--- config.mk ---
export PLATFORM = sky130hd
export DESIGN_NAME = egg_timer_ctrl
export DESIGN_NICKNAME = d
export VERILOG_FILES = /design/src/rtl/egg_timer_pkg.sv /design/src/rtl/egg_timer_ctrl_tick_gen.sv /design/src/rtl/egg_timer_ctrl.sv
export SDC_FILE = /design/constraint.sdc
export NUM_CORES = 1
export LEC_CHECK = 0
export ABC_AREA = 1
export CAP_MARGIN = 0
export CORE_UTILIZATION = 61
export CTS_CLUSTER_SIZE = 30
export DETAILED_ROUTE_END_ITERATION = 16
export GPL_TIMING_DRIVEN = 0
export PLACE_DENSITY_LB_ADDON = 0.15
export SETUP_SLACK_MARGIN = 0.05
export SLEW_MARGIN = 0
export SYNTH_ARGS = -nofsm -noshare
export SYNTH_HDL_FRONTEND = slang
export SYNTH_SLANG_ARGS = --single-unit
--- constraint.sdc ---
create_clock -name clk -period 2.1 [get_ports clk]
set_input_delay 0.63 -clock clk [delete_from_list [all_inputs] [get_ports clk]]
set_output_delay 0.63 -clock clk [all_outputs]
set_load 0.005 [all_outputs]
--- src/rtl/egg_timer_pkg.sv ---
// Shared types, constants and the saturating add used by the egg timer controller.
package egg_timer_pkg;

    typedef enum logic [1:0] {
        IDLE  = 2'd0,
        RUN   = 2'd1,
        PAUSE = 2'd2,
        ALARM = 2'd3
    } state_e;

    localparam int SEC_PER_MIN = 60;
    localparam int COUNT_W     = 12;

    // One extra bit of headroom so the sum can never wrap before the limit compare.
    function automatic logic [COUNT_W-1:0] sat_add(
        input logic [COUNT_W-1:0] a,
        input logic [COUNT_W-1:0] inc,
        input logic [COUNT_W-1:0] lim
    );
        logic [COUNT_W:0] sum;
        sum = {1'b0, a} + {1'b0, inc};
        return (sum > {1'b0, lim}) ? lim : sum[COUNT_W-1:0];
    endfunction

endpackage

--- src/rtl/egg_timer_ctrl_tick_gen.sv ---
// One-second prescaler: counts 0..CLK_HZ-1 while enabled, strobes tick on the wrap cycle.
module tick_gen #(
    parameter int CLK_HZ = 100_000_000
) (
    input  logic clk,
    input  logic rst_n,
    input  logic en,
    input  logic clr,
    output logic tick
);

    localparam int W = (CLK_HZ > 1) ? $clog2(CLK_HZ) : 1;
    localparam logic [W-1:0] LAST = W'(CLK_HZ - 1);

    logic [W-1:0] cnt_q;

    // Combinational so the controller acts on the very edge where the prescaler wraps.
    assign tick = en && (cnt_q == LAST);

    always_ff @(posedge clk or negedge rst_n) begin
        if (!rst_n) begin
            cnt_q <= '0;
        end else if (clr || !en || tick) begin
            cnt_q <= '0;
        end else begin
            cnt_q <= cnt_q + 1'b1;
        end
    end

endmodule

--- src/rtl/egg_timer_ctrl.sv ---
// Egg timer sequencer: set buttons, start/pause/resume, 1 s countdown and timed alarm.
//  state | meaning
//  IDLE  | count settable, waiting for start
//  RUN   | counting down once per tick
//  PAUSE | count held, settable, start resumes
//  ALARM | count reached zero, alarm held for ALARM_SECS ticks
module egg_timer_ctrl
    import egg_timer_pkg::*;
#(
    parameter int CLK_HZ     = 100_000_000,
    parameter int MAX_COUNT  = 3599,
    parameter int ALARM_SECS = 10
) (
    input  logic               clk,
    input  logic               rst_n,
    input  logic               btn_min,
    input  logic               btn_sec,
    input  logic               btn_start_stop,
    input  logic               btn_clear,
    output logic [COUNT_W-1:0] count,
    output logic               running,
    output logic               alarm,
    output logic               tick
);

    localparam int ACW = $clog2(ALARM_SECS + 1);
    localparam logic [COUNT_W-1:0] MAX_C      = COUNT_W'(MAX_COUNT);
    localparam logic [COUNT_W-1:0] MIN_INC    = COUNT_W'(SEC_PER_MIN);
    localparam logic [COUNT_W-1:0] ONE        = COUNT_W'(1);
    localparam logic [ACW-1:0]     ALARM_LAST = ACW'(ALARM_SECS - 1);

    state_e             state_q;
    logic [COUNT_W-1:0] count_q;
    logic [ACW-1:0]     alarm_cnt_q;
    logic               running_q;
    logic               alarm_q;
    logic               tick_q;
    logic               wrap;
    logic               pre_en;
    logic               pre_clr;

    // Entry into ALARM only happens on a wrap, where the prescaler returns to 0 anyway.
    always_comb begin
        pre_en  = (state_q == RUN) || (state_q == ALARM);
        pre_clr = btn_clear
               || (btn_start_stop && (((state_q == IDLE) && (count_q != '0))
                                      || (state_q == PAUSE)));
    end

    tick_gen #(
        .CLK_HZ (CLK_HZ)
    ) u_tick_gen (
        .clk   (clk),
        .rst_n (rst_n),
        .en    (pre_en),
        .clr   (pre_clr),
        .tick  (wrap)
    );

    always_ff @(posedge clk or negedge rst_n) begin
        if (!rst_n) begin
            state_q     <= IDLE;
            count_q     <= '0;
            alarm_cnt_q <= '0;
            running_q   <= 1'b0;
            alarm_q     <= 1'b0;
            tick_q      <= 1'b0;
        end else begin
            tick_q <= wrap && !btn_clear;
            if (btn_clear) begin
                state_q     <= IDLE;
                count_q     <= '0;
                alarm_cnt_q <= '0;
                running_q   <= 1'b0;
                alarm_q     <= 1'b0;
            end else begin
                case (state_q)
                    IDLE, PAUSE: begin
                        if (btn_start_stop) begin
                            if ((state_q == PAUSE) || (count_q != '0)) begin
                                state_q   <= RUN;
                                running_q <= 1'b1;
                            end
                        end else if (btn_min) begin
                            count_q <= sat_add(count_q, MIN_INC, MAX_C);
                        end else if (btn_sec) begin
                            count_q <= sat_add(count_q, ONE, MAX_C);
                        end
                    end
                    RUN: begin
                        if (wrap && (count_q == ONE)) begin
                            count_q     <= '0;
                            state_q     <= ALARM;
                            running_q   <= 1'b0;
                            alarm_q     <= 1'b1;
                            alarm_cnt_q <= '0;
                        end else begin
                            if (wrap && (count_q != '0)) begin
                                count_q <= count_q - 1'b1;
                            end
                            if (btn_start_stop) begin
                                state_q   <= PAUSE;
                                running_q <= 1'b0;
                            end
                        end
                    end
                    ALARM: begin
                        if (btn_start_stop || (wrap && (alarm_cnt_q == ALARM_LAST))) begin
                            state_q     <= IDLE;
                            alarm_q     <= 1'b0;
                            alarm_cnt_q <= '0;
                        end else if (wrap) begin
                            alarm_cnt_q <= alarm_cnt_q + 1'b1;
                        end
                    end
                    default: begin
                        state_q   <= IDLE;
                        running_q <= 1'b0;
                        alarm_q   <= 1'b0;
                    end
                endcase
            end
        end
    end

    assign count   = count_q;
    assign running = running_q;
    assign alarm   = alarm_q;
    assign tick    = tick_q;

endmodule

Word-level counts from Yosys, hierarchy flattened
Index checks and enable logic that the tools add are counted.
{"block": "classes", "n_addsub": 5, "order_cmp": 2, "n_eq_ne": 15, "muxes": 32, "reduce_logical": 26}
{"operator": "2-to-1 mux 12 bit", "count": 8}
{"operator": "adder 27 x 1 -> 27 bit, second input constant", "count": 1}
{"operator": "== test 27 bit, second input constant", "count": 1}
{"operator": "2-to-1 mux 27 bit", "count": 1}
{"operator": "> comparator 13 x 12 -> 1 bit, second input constant", "count": 2}
{"operator": "case mux 12 bit (2 select lines)", "count": 1}
{"operator": "2-to-1 mux 4 bit", "count": 4}
{"operator": "adder 12 x 1 -> 13 bit, second input constant", "count": 1}
{"operator": "adder 12 x 6 -> 13 bit, second input constant", "count": 1}
{"operator": "== test 12 x 1 -> 1 bit, second input constant", "count": 1}
{"operator": "2-to-1 mux 2 bit", "count": 6}
{"operator": "AND reduction 4 bit", "count": 3}
{"operator": "nonzero test 12 bit", "count": 1}
{"operator": "subtractor 12 x 1 -> 12 bit, second input constant", "count": 1}
{"operator": "!= test 3 bit, second input constant", "count": 3}
{"operator": "2-to-1 mux 1 bit", "count": 8}
{"operator": "!= test 4 x 2 -> 1 bit, second input constant", "count": 2}
{"operator": "case mux 4 bit (2 select lines)", "count": 1}
{"operator": "logical AND 1 bit", "count": 7}
{"operator": "logical OR 1 bit", "count": 7}
{"operator": "!= test 3 x 2 -> 1 bit, second input constant", "count": 2}
{"operator": "case mux 2 bit (3 select lines)", "count": 1}
{"operator": "AND reduction 3 bit", "count": 2}
{"operator": "nonzero test 3 bit", "count": 2}
{"operator": "10 further kinds", "count": 13}
{"block": "totals", "reg_bits": 48, "inputBits": 6, "output_inout_bits": 15, "word_cells": 87}

Longest topological paths before layout
Gate-level depths: netlist of run 1.
{"block": "depth", "ltp_word": 8, "depth_mapped": 18, "depth_no_buf": 17}

By module
From an unflattened synthesis of run 1, not the netlist that was laid out.
{"block": "hier_totals", "cells_unflattened": 618, "area_unflattened_um2": 4035.1}
{"module": "egg_timer_ctrl", "instances": 1, "cells_each": 381, "area_each_um2": 2417.3}
{"module": "tick_gen", "instances": 1, "cells_each": 237, "area_each_um2": 1617.8}

Worst setup path after synthesis of run 1
Ideal clock, no wire load.
{"block": "synth_path", "kind": "register to register", "start": "register count_q[2] (netlist: count[2])", "end": "register count_q[2] (netlist: count[2])", "setup_time_ns": 0.116, "arrival_time_ns": 1.771, "t_required_ns": 1.984, "setup_slack_ns": 0.213, "stages_incl_launch_ff": 16, "n_path_buf": 2, "period_less_slack_ns": 1.887, "path_cell_list": "dfrtp_1 -> buf_4 -> inv_2 -> ha_1 -> nand3_2 -> nand3_2 -> nor2_1 -> nor2_1 -> buf_4 -> nand3_1 -> nand2_1 -> inv_1 -> nand2_1 -> nand2_1 -> nand2_1 -> nand2_1"}
{"block": "synth_via", "elab_chain_cells": 8, "elab_cells_between_ends": 20}
{"item": "start, declared", "line": "egg_timer_ctrl.sv:33", "source": "logic [COUNT_W-1:0] count_q;"}
{"item": "start signal, assigned", "line": "egg_timer_ctrl.sv:85", "source": "count_q <= sat_add(count_q, MIN_INC, MAX_C);"}
{"item": "start signal, assigned", "line": "egg_timer_ctrl.sv:87", "source": "count_q <= sat_add(count_q, ONE, MAX_C);"}
{"item": "start signal, assigned", "line": "egg_timer_ctrl.sv:99", "source": "count_q <= count_q - 1'b1;"}
{"item": "adder 12 x 1 -> 13 bit", "line": "egg_timer_pkg.sv:21", "source": "sum = {1'b0, a} + {1'b0, inc};"}
{"item": "> comparator 13 x 12 -> 1 bit", "line": "egg_timer_pkg.sv:22", "source": "return (sum > {1'b0, lim}) ? lim : sum[COUNT_W-1:0];"}
{"item": "2-to-1 mux 12 bit", "line": "egg_timer_pkg.sv:22"}
{"item": "2-to-1 mux 12 bit", "line": "egg_timer_ctrl.sv:86", "source": "end else if (btn_sec) begin"}
{"item": "2-to-1 mux 12 bit", "line": "egg_timer_ctrl.sv:84", "source": "end else if (btn_min) begin"}
{"item": "2-to-1 mux 12 bit", "line": "egg_timer_ctrl.sv:79", "source": "if (btn_start_stop) begin"}
{"item": "case mux 12 bit (2 select lines)", "line": "egg_timer_ctrl.sv:77", "source": "case (state_q)"}
{"item": "2-to-1 mux 12 bit", "line": "egg_timer_ctrl.sv:70", "source": "if (btn_clear) begin"}
Several ways; a longest one is shown, not always the timed one. The select of a mux whose other input is x is not followed.
A chain may end at the register's enable or synchronous reset.

Worst setup path in the final report of run 1
{"block": "layout_path", "start": "register count_q[0] (netlist: count[0])", "end": "register count_q[8] (netlist: count[8])"}
Same word-level chain as after synthesis.

==> impl_metrics.py, run 1 <==
metrics = {
    "run_status": {
        "result_of_the_run": "finished with violations",
        "failed_checks": "negative setup slack",
    },
    "sta": {
        "finClkSkew_ns": 0.0120,
        "timing_hold_violations_final": 0,
        "fmax_ghz": 0.465,
        "hold-worst-slack_ns": 0.293,
        "slew_violations": 0,
        "post-route-min-period_ns": 2.15,
        "grt_setup_unrepaired": "true",
        "relSlewSlack_pct": 63.3,
        "final_clock_period_utilization_by_the_worst_path_pct": 103,
        "report.final.setup_viol": 6,
        "worst-slew-pin-transition_ns": 0.551,
        "setup_slack_ns": -0.0526,
        "final.setup.tns_ns": -0.216,
    },
    "clock_network": {
        "cts_hold_repair.buffers": 0,
        "cts.root.buffer_cell": "clkbuf_8",
        "tritoncts_buffer_count": 5,
        "clock_latency_ns": 0.31,
        "cts_tree": "built",
        "clk_pin_slew_worst_paths_ns": 0.10,
        "cts_sinks": 48,
        "ctsLongestPathBuffers": 2,
        "number_of_h_tree_levels": 2,
    },
    "global_route": {
        "antenna_found_initial": 0,
        "global_route_wire_length_before_repair_um": 15900,
        "use_met1_pct": 40.9,
        "first_global_vias": 3523,
        "overflow": 0,
        "pin_count_of_the_biggest_net_entering_global_routing": 26,
        "grt.total_usage_pct": 30.9,
        "grtUsageMet3_pct": 3.74,
        "globalRoute.busiestLayer": "met2",
        "met2_usage_pct": 52.1,
    },
    "power": {
        "power.ir.vdd_worst_mv": 0.836,
        "power_per_cell_area_nw_per_um2": 1020,
        "total_leakage_power_nw": 2.13,
    },
    "route": {
        "routed_wl_um": 10500,
        "drt-vias-per-instance": 5.79,
        "drtPass1Iterations": 5,
        "detail_route.iter0.violations": 339,
        "drc": 0,
        "post_drt_wl_per_cell_um": 15.1,
        "num_vias": 4036,
        "postRouteAntennaNets": 0,
    },
    "placement": {
        "numPortBuffers": 20,
        "finalWeightedCongestion": 0.938,
        "detailedPlace.worstSlack_ns": -0.285,
        "place_hpwl_um": 7220,
    },
    "floorplanning": {
        "initial_utilization_pct": 64.8,
        "fp.coreArea_um2": 6060,
        "dieArea_um2": 6760,
        "chipHeight_um": 82.2,
        "design.portCount": 21,
        "rows": 28,
        "die_x_um": 82.2,
    },
    "cells_and_area": {
        "synthToLayoutAreaGrowth_pct": 20.4,
        "layout.cells.most_common": "nand2_1",
        "num_antenna_cells": 0,
        "post_route_cells_drive_above_1_share_pct": 22.0,
        "finalNetCount": 637,
        "most-common-layout-cells": "nand2_1, nor2_1, inv_1",
    },
    "critical_path": {
        "cp_cell_sequence": "buf_6 > inv_4 > ha_4 > inv_4 > nor3_2 > nand2_1 > nor2_2 > nor2_1 > nand3_1 > nand2_2 > buf_6 > nand3_2 > nand3_2 > nand3_2 > nand2_1",
        "worst-setup-path-type": "reg2reg",
        "timing.critical_path.slowest_stage_cell": "dfrtp_2",
        "critPathBufInv": 4,
        "critical_path_required_ns": 2.31,
        "timing.critical_path.mode_cell": "nand3_2",
        "rr_startpoint": "count[0]",
        "worstPathMaxFanout": 5,
        "arrival_ns": 2.36,
        "cell_depth_of_the_worst_flop_to_flop_path": 15,
        "critPathLaunchType": "register",
        "critical_path.endpoint_type": "register",
        "r2r_setup_slack_ns": -0.05,
        "crit-reg2reg-capture": "count[8]",
        "critical_path.top_delay_family": "simple AND/OR/NAND/NOR gates",
        "worst_path_largest_cell_delay_ns": 0.45,
    },
    "synth": {
        "synth.largest_area_cell": "dfrtp_1",
        "syn_inst": 577,
        "ys_warn_count": 0,
        "synth_cell_type_count": 36,
        "syn_nets": 593,
        "synth_ff_type": "dfrtp_1",
        "postSynth.asyncResetShare_pct": 100,
        "synth.cell_area_um2": 3930,
        "synth_top_area_share_pct": 30.6,
        "synth-seq-area-share_pct": 30.6,
        "synth_edf_count": 0,
        "synth_area_per_cell_um2": 6.80,
        "synth.ff_latch_count": 48,
        "post_synth_main_area_contributors": "dfrtp_1, nand2_1, nand3_1",
    },
    "min_path": {
        "holdCritPathClass": "in2async",
    },
    "job": {
        "drv_cap": 0,
    },
}
[worst max path at each step]
stage               startpoint                   end  cells past startpoint
global route          count[0]              count[8]                     15
floorplan             count[2]              count[2]                     15
global placement         rst_n        alarm_cnt_q[0]                      1
detailed placement   btn_clear  u_tick_gen.cnt_q[18]                      5
CTS                   count[0]              count[7]                     15
finish                count[0]              count[8]                     15
[cell usage after synthesis, types with 3 or more instances]
| cell type | number |
|---|---|
| nand2_1 | 158 |
| nand3_2 | 12 |
| buf_2 | 5 |
| nor2_4 | 5 |
| nor3_1 | 23 |
| dfrtp_1 | 48 |
| nand3_1 | 57 |
| xor2_1 | 19 |
| inv_1 | 58 |
| o21ai_0 | 17 |
| o21a_1 | 4 |
| o21ai_2 | 4 |
| buf_4 | 4 |
| nand2_4 | 4 |
| nand4_1 | 19 |
| nor3_2 | 4 |
| nor4_1 | 3 |
| nand2_2 | 5 |
| a21oi_1 | 12 |
| ha_1 | 10 |
| nor2_1 | 64 |
| nand3b_1 | 3 |
| nor2_2 | 13 |
| inv_2 | 10 |
[power by group]
group / internal (mW) / switching [mW]
Sequential: 1.05 / 0.168
Combinational: 1.09 / 1.70
Clock: 0.480 / 0.344
Total: 2.62 / 2.21
[through the flow]
stage | std cells | utilization, % | instance area, µm² | power, mW
2_1_floorplan | 577 | - | 3930 | 2.82
3_3_place_gp | 672 | 69.6 | 4220 | 3.42
3_5_place_dp | 673 | 69.9 | 4240 | 3.47
4_1_cts | 685 | 73.5 | 4460 | 4.40
5_1_grt | 697 | 78.0 | 4730 | 5.15
6_report | 697 | 78.0 | 4730 | 4.83
[area by class of cell]
cell class / instances / area (µm²)
buffer: 11 / 91.3
timing repair buffer: 37 / 339
multi-input combinational: 448 / 2570
sequential: 48 / 1200
fill: 432 / 1330
clock buffer: 5 / 68.8
tap: 75 / 93.8
inverter: 70 / 290
clock inverter: 3 / 68.8
[routing by layer]
layer | routed length, µm | share of wire [%] | vias up
met1 | 4570 | 43 | 1869
met5 | 0 | 0 | -
met4 | 178 | 1.7 | 0
met3 | 711 | 6.7 | 18
met2 | 5090 | 48 | 191
li1 | - | - | 1958
[worst register-to-register path: cells and delay by family (launching register included)]
kind | cells | cell delay [ns]
flip-flops | 1 | 0.45
buffers and inverters | 4 | 0.37
adder cells (fa/ha/maj) | 1 | 0.26
AND/OR/NAND/NOR | 10 | 0.97
[flip-flops by register name, summed over array words and instances (netlist names)]
register          flops
u_tick_gen.cnt_q     27
count                12
alarm_cnt_q           4
state_q               2
alarm                 1
running               1
tick                  1
[cells by family (layout without fill, tap and decap cells)]
group           after synthesis  count (layout)  synth area share (%)
fa+ha+maj                    10              10                  3.19
flops                        48              48                  30.6
simple gates                377             377                  46.7
xor+xnor                     21              21                  4.68
compound gates               40              40                  5.99
buf+inv                      81             126                  8.80
[what timing repair did]
action                                  CTS  global route
endpoints found under the setup margin   14            35
pin swaps                                 1            18
buffers inserted                          4            11
gates resized for setup                  17            52
gates cloned                              0             1
Note: power is estimated with default switching activity, not from simulation.
==> run 2, diff against run 1 <==
SKIP_LAST_GASP = 1   (was default)
SYNTH_HIERARCHICAL = 1   (was default)
==> impl_metrics.py, run 2 <==
metrics = {
    "placement": {
        "finalWeightedCongestion": 0.931,
        "numPortBuffers": 20,
        "placed_cells": 716,
        "place_hpwl_um": 8000,
    },
    "sta": {
        "hold-worst-slack_ns": 0.242,
        "report.final.setup_viol": 21,
        "timing_hold_violations_final": 0,
        "finClkSkew_ns": 0.00596,
        "final_clock_period_utilization_by_the_worst_path_pct": 107,
        "relSlewSlack_pct": 71.1,
        "fmax_ghz": 0.444,
        "worst-slew-pin-transition_ns": 0.434,
        "slew_violations": 0,
        "setup_slack_ns": -0.151,
        "post-route-min-period_ns": 2.25,
        "grt_setup_unrepaired": "true",
    },
    "critical_path": {
        "arrival_ns": 2.48,
        "worstPathMaxFanout": 4,
        "critical_path.endpoint_type": "register",
        "worst-setup-path-type": "reg2reg",
        "timing.critical_path.from": "u_tick_gen/cnt_q[1]",
        "rr_startpoint": "u_tick_gen/cnt_q[1]",
        "critical_path_required_ns": 2.33,
        "critPathLaunchType": "register",
    },
    "clock_network": {
        "cts.root.buffer_cell": "clkbuf_8",
        "cts_hold_repair.buffers": 0,
        "ctsLongestPathBuffers": 2,
        "clock_latency_ns": 0.30,
        "number_of_h_tree_levels": 2,
        "tritoncts_buffer_count": 5,
        "cts_sinks": 48,
        "clk_pin_slew_worst_paths_ns": 0.10,
        "cts_tree": "built",
    },
    "synth": {
        "netlist_top_cells_count": "nand2_1, nor2_1, nand3_1",
        "synth-simple-area-share_pct": 47.2,
        "synth_area_per_cell_um2": 6.53,
        "synth-seq-area-share_pct": 29.8,
        "synth_top_area_share_pct": 29.8,
        "yosysMostFrequentCell": "nand2_1",
        "post_synth_main_area_contributors": "dfrtp_1, nand2_1, nor2_1",
        "synthMuxAreaShare_pct": 0.248,
        "postSynth.asyncResetShare_pct": 100,
        "synth.largest_area_cell": "dfrtp_1",
        "syn_nets": 635,
        "synth_cell_type_count": 36,
        "ys_warn_count": 6,
        "synth.cell_area_um2": 4040,
        "synthXorXnorAreaFrac_pct": 6.08,
        "synth_ff_type": "dfrtp_1",
        "synth.ff_latch_count": 48,
        "synth_compound_gate_area_share_pct": 4.99,
        "synthAdderAreaFrac_pct": 3.41,
        "syn_inst": 618,
        "synth_top_family_by_area": "simple AND/OR/NAND/NOR gates",
        "synth_edf_count": 0,
    },
    "job": {
        "drv_cap": 0,
    },
    "cells_and_area": {
        "most-common-layout-cells": "nand2_1, nor2_1, nand3_1",
        "finish.cell_count_without_fillers": 775,
        "finalNetCount": 714,
        "num_antenna_cells": 0,
        "synthToLayoutAreaGrowth_pct": 25.1,
        "largest-register": "u_tick_gen/cnt_q",
        "max_reg_flops": 27,
        "layout.cells.most_common": "nand2_1",
        "post_route_cells_drive_above_1_share_pct": 23.4,
    },
    "power": {
        "power.ir.vdd_worst_mv": 0.784,
        "power_per_cell_area_nw_per_um2": 942,
        "total_power_mw": 4.75,
        "total_leakage_power_nw": 2.21,
    },
    "floorplanning": {
        "initial_utilization_pct": 63.5,
        "fp.coreArea_um2": 6350,
        "rows": 29,
        "die_x_um": 83.3,
        "dieArea_um2": 6940,
        "design.portCount": 21,
        "chipHeight_um": 83.3,
    },
    "global_route": {
        "antenna_found_initial": 0,
        "first_global_vias": 4162,
        "overflow": 0,
        "pin_count_of_the_biggest_net_entering_global_routing": 33,
        "global_route_wire_length_before_repair_um": 19100,
        "grt.total_usage_pct": 34.0,
    },
    "route": {
        "drc": 0,
        "routed_wl_um": 12300,
        "postRouteAntennaNets": 0,
        "drtPass1Iterations": 8,
        "num_vias": 4553,
        "drt-vias-per-instance": 5.87,
        "post_drt_wl_per_cell_um": 15.9,
        "detail_route.iter0.violations": 503,
    },
    "run_status": {
        "failed_checks": "negative setup slack",
        "result_of_the_run": "finished with violations",
    },
    "min_path": {
        "holdCritPathClass": "in2async",
    },
}
[run 2: changes by cell type after synthesis, moves of 5 or more]
cell / before / now
o21ai_1: 0 / 5
nand2_2: 5 / 10
nand3_1: 57 / 68
nand4_1: 19 / 8
nor2_1: 64 / 105
nor3_1: 23 / 4
inv_1: 58 / 47
nand2_1: 158 / 187
xnor2_1: 2 / 8
[run 2: cells by family after synthesis]
kind of cell,Yosys count
flops,48
compound gates,37
buf+inv,73
mux,1
simple gates,420
fa+ha+maj,11
xor+xnor,28
[run 2: report_power, final]
part           internal, mW  switching, mW
Combinational          1.13           1.70
Clock                 0.359          0.330
Sequential             1.05          0.174
[run 2: cell type report]
cell class                      count  area, µm²
Buffer                             14        131
Multi-Input combinational cell    497       2650
Inverter                           58        234
Tap cell                           77       96.3
Sequential cell                    48       1210
Clock inverter                      3       46.3
Fill cell                         441       1300
Clock buffer                        5       68.8
Timing Repair Buffer               73        613
[run 2: worst paths after layout]
kind / slack, ns / end / cells after the start
max: -0.15 / alarm_cnt_q[3] / 14
min in group clk: 0.51 / running / 2
max in group asynchronous: 1.33 / count[1] / 2
min reg2reg: 0.51 / running / 2
max reg2reg: -0.15 / alarm_cnt_q[3] / 14
min: 0.24 / u_tick_gen/cnt_q[20] / 1
[run 2: repair_timing]
item,4_1_cts,5_1_grt
buffers inserted,37,15
endpoints found under the setup margin,42,49
gates cloned,1,0
endpoints found under the hold margin,0,0
resized for setup,34,25
pin swaps,15,9
[run 2: critical path, cell delays in order, from the launching register on]
cell	delay, ns
dfrtp_1	0.41
ha_4	0.17
nand3_4	0.11
inv_4	0.11
nand2_8	0.05
nor4_4	0.33
buf_4	0.18
nand4_1	0.07
inv_1	0.08
nor2_1	0.04
nand2_1	0.12
inv_2	0.08
a21oi_4	0.18
nand3_1	0.12
o21ai_1	0.11
[run 2: stage by stage]
step	setup TNS (ns)	setup WS [ns]	utilization, %	cell area [µm²]
2_1_floorplan	0	0.0613	-	4040
3_3_place_gp	-52.70	-0.919	68.3	4340
3_5_place_dp	-10.47	-0.631	68.6	4350
4_1_cts	0	0.0318	76.5	4860
5_1_grt	-4.94	-0.249	79.5	5050
6_report	-1.71	-0.151	79.5	5050
[run 2: layer usage]
layer / track usage [%] / up-vias / share of wire (%)
met5: 0 / - / 0
met4: 8.31 / 0 / 2.1
met3: 3.78 / 42 / 8.6
met2: 55.4 / 277 / 47
met1: 48.3 / 2119 / 42
li1: - / 2115 / -
==> run 3, diff against run 2 <==
SYNTH_HIERARCHICAL = default   (was 1)
==> impl_metrics.py, run 3 (synthesis results as in run 1) <==
metrics = {
    "clock_network": {
        "cts.root.buffer_cell": "clkbuf_8",
        "cts_tree": "built",
        "tritoncts_buffer_count": 5,
        "number_of_h_tree_levels": 2,
        "clock_latency_ns": 0.31,
        "cts_sinks": 48,
        "clk_pin_slew_worst_paths_ns": 0.10,
        "ctsLongestPathBuffers": 2,
    },
    "route": {
        "num_vias": 4023,
        "drc": 0,
        "drt-vias-per-instance": 5.77,
        "drtPass1Iterations": 7,
        "routed_wl_um": 10400,
        "detail_route.iter0.violations": 329,
        "postRouteAntennaNets": 0,
        "post_drt_wl_per_cell_um": 14.9,
    },
    "critical_path": {
        "worst-setup-path-type": "reg2reg",
        "worst_path_largest_cell_delay_ns": 0.45,
        "cp_cell_sequence": "inv_1 > ha_4 > inv_4 > nor3_2 > nand2_1 > nor2_2 > nor2_1 > nand3_1 > nand2_2 > buf_6 > nand3_2 > nand3_2 > nand3_2 > nand2_1",
        "timing.critical_path.mode_cell": "nand3_2",
        "critPathLaunchType": "register",
        "timing.critical_path.slowest_stage_cell": "dfrtp_2",
        "worstPathMaxFanout": 5,
        "critical_path.top_delay_family": "simple AND/OR/NAND/NOR gates",
        "arrival_ns": 2.32,
        "critical_path_required_ns": 2.30,
        "critPathBufInv": 3,
        "critical_path.endpoint_type": "register",
    },
    "cells_and_area": {
        "num_antenna_cells": 0,
        "synthToLayoutAreaGrowth_pct": 19.8,
        "most-common-layout-cells": "nand2_1, nor2_1, inv_1",
        "layout.cells.most_common": "nand2_1",
        "post_route_cells_drive_above_1_share_pct": 21.2,
        "finalNetCount": 637,
        "largest-register": "u_tick_gen.cnt_q",
        "max_reg_flops": 27,
    },
    "floorplanning": {
        "die_x_um": 82.2,
        "fp.coreArea_um2": 6060,
        "design.portCount": 21,
        "chipHeight_um": 82.2,
        "rows": 28,
        "dieArea_um2": 6760,
        "initial_utilization_pct": 64.8,
    },
    "sta": {
        "relSlewSlack_pct": 63.3,
        "slew_violations": 0,
        "post-route-min-period_ns": 2.12,
        "final_clock_period_utilization_by_the_worst_path_pct": 101,
        "report.final.setup_viol": 1,
        "finClkSkew_ns": 0.0120,
        "fmax_ghz": 0.472,
        "grt_setup_unrepaired": "true",
        "worst-slew-pin-transition_ns": 0.551,
        "hold-worst-slack_ns": 0.294,
        "timing_hold_violations_final": 0,
        "setup_slack_ns": -0.0190,
        "final.setup.tns_ns": -0.0190,
    },
    "run_status": {
        "failed_checks": "negative setup slack",
        "result_of_the_run": "finished with violations",
    },
    "global_route": {
        "grt.total_usage_pct": 30.9,
        "first_global_vias": 3523,
        "overflow": 0,
        "antenna_found_initial": 0,
        "global_route_wire_length_before_repair_um": 15900,
        "pin_count_of_the_biggest_net_entering_global_routing": 26,
    },
    "placement": {
        "finalWeightedCongestion": 0.938,
        "numPortBuffers": 20,
        "place_hpwl_um": 7220,
    },
    "min_path": {
        "holdCritPathClass": "in2async",
    },
    "power": {
        "power_per_cell_area_nw_per_um2": 1010,
        "power.ir.vdd_worst_mv": 0.827,
        "total_leakage_power_nw": 2.12,
    },
    "job": {
        "drv_cap": 0,
    },
}
[run 3: cell count changes in the layout (fill, tap and decap cells not counted), sizes merged, moves of 9 or more]
cell,change
nand4,+10
nor3,+22
inv,+13
nand3,-9
buf,-36
nand2,-33
nor2,-39
[run 3: stage by stage]
| step | setup WS (ns) | instance area [µm²] | instances | power [mW] | utilization [%] |
|---|---|---|---|---|---|
| after detailed placement | -0.285 | 4240 | 673 | 3.47 | 69.9 |
| final | -0.0190 | 4700 | 697 | 4.77 | 77.6 |
| after CTS | 0.0395 | 4460 | 685 | 4.40 | 73.5 |
| after floorplan | 0.213 | 3930 | 577 | 2.82 | - |
| after global routing | -0.0998 | 4700 | 697 | 5.09 | 77.6 |
| after global placement | -0.981 | 4220 | 672 | 3.42 | 69.6 |
[run 3: area by class of cell]
type	count	area (µm²)
plain buffers	11	91.3
clock buffers	5	68.8
clock inverters	3	68.8
fillers	433	1360
inverters	70	283
multi-input cells	448	2550
flip-flops and latches	48	1200
well taps	75	93.8
repair buffers	37	342
[run 3: worst paths after layout]
kind | from | end | slack [ns] | depth (start not counted)
setup / recovery | count[1] | count[8] | -0.02 | 14
hold / removal | rst_n | u_tick_gen.cnt_q[0] | 0.29 | 1
setup reg to reg | count[1] | count[8] | -0.02 | 14
hold reg to reg | running | running | 0.49 | 2
max in group asynchronous | rst_n | count[0] | 1.26 | 2
min in group clk | running | running | 0.49 | 2
[run 3: metal layers]
| layer | GRT usage (%) | wire length [µm] | share of wire [%] | up-vias |
|---|---|---|---|---|
| li1 | - | - | - | 1962 |
| met1 | 40.9 | 4610 | 44 | 1879 |
| met2 | 52.1 | 5020 | 48 | 158 |
| met3 | 3.74 | 590 | 5.7 | 24 |
| met4 | 10.7 | 195 | 1.9 | 0 |
| met5 | 0 | 0 | 0 | - |
[run 3: timing repair]
item                                    CTS  global route
hold buffers                              0             0
setup buffers                             4            11
cloned                                    0             1
resized for setup                        17            44
pin swaps                                 1            18
endpoints found under the setup margin   14            35
[run 3: power breakdown]
group          switching (mW)  internal (mW)
Combinational            1.66           1.08
Clock                   0.339          0.480
Sequential              0.165           1.05
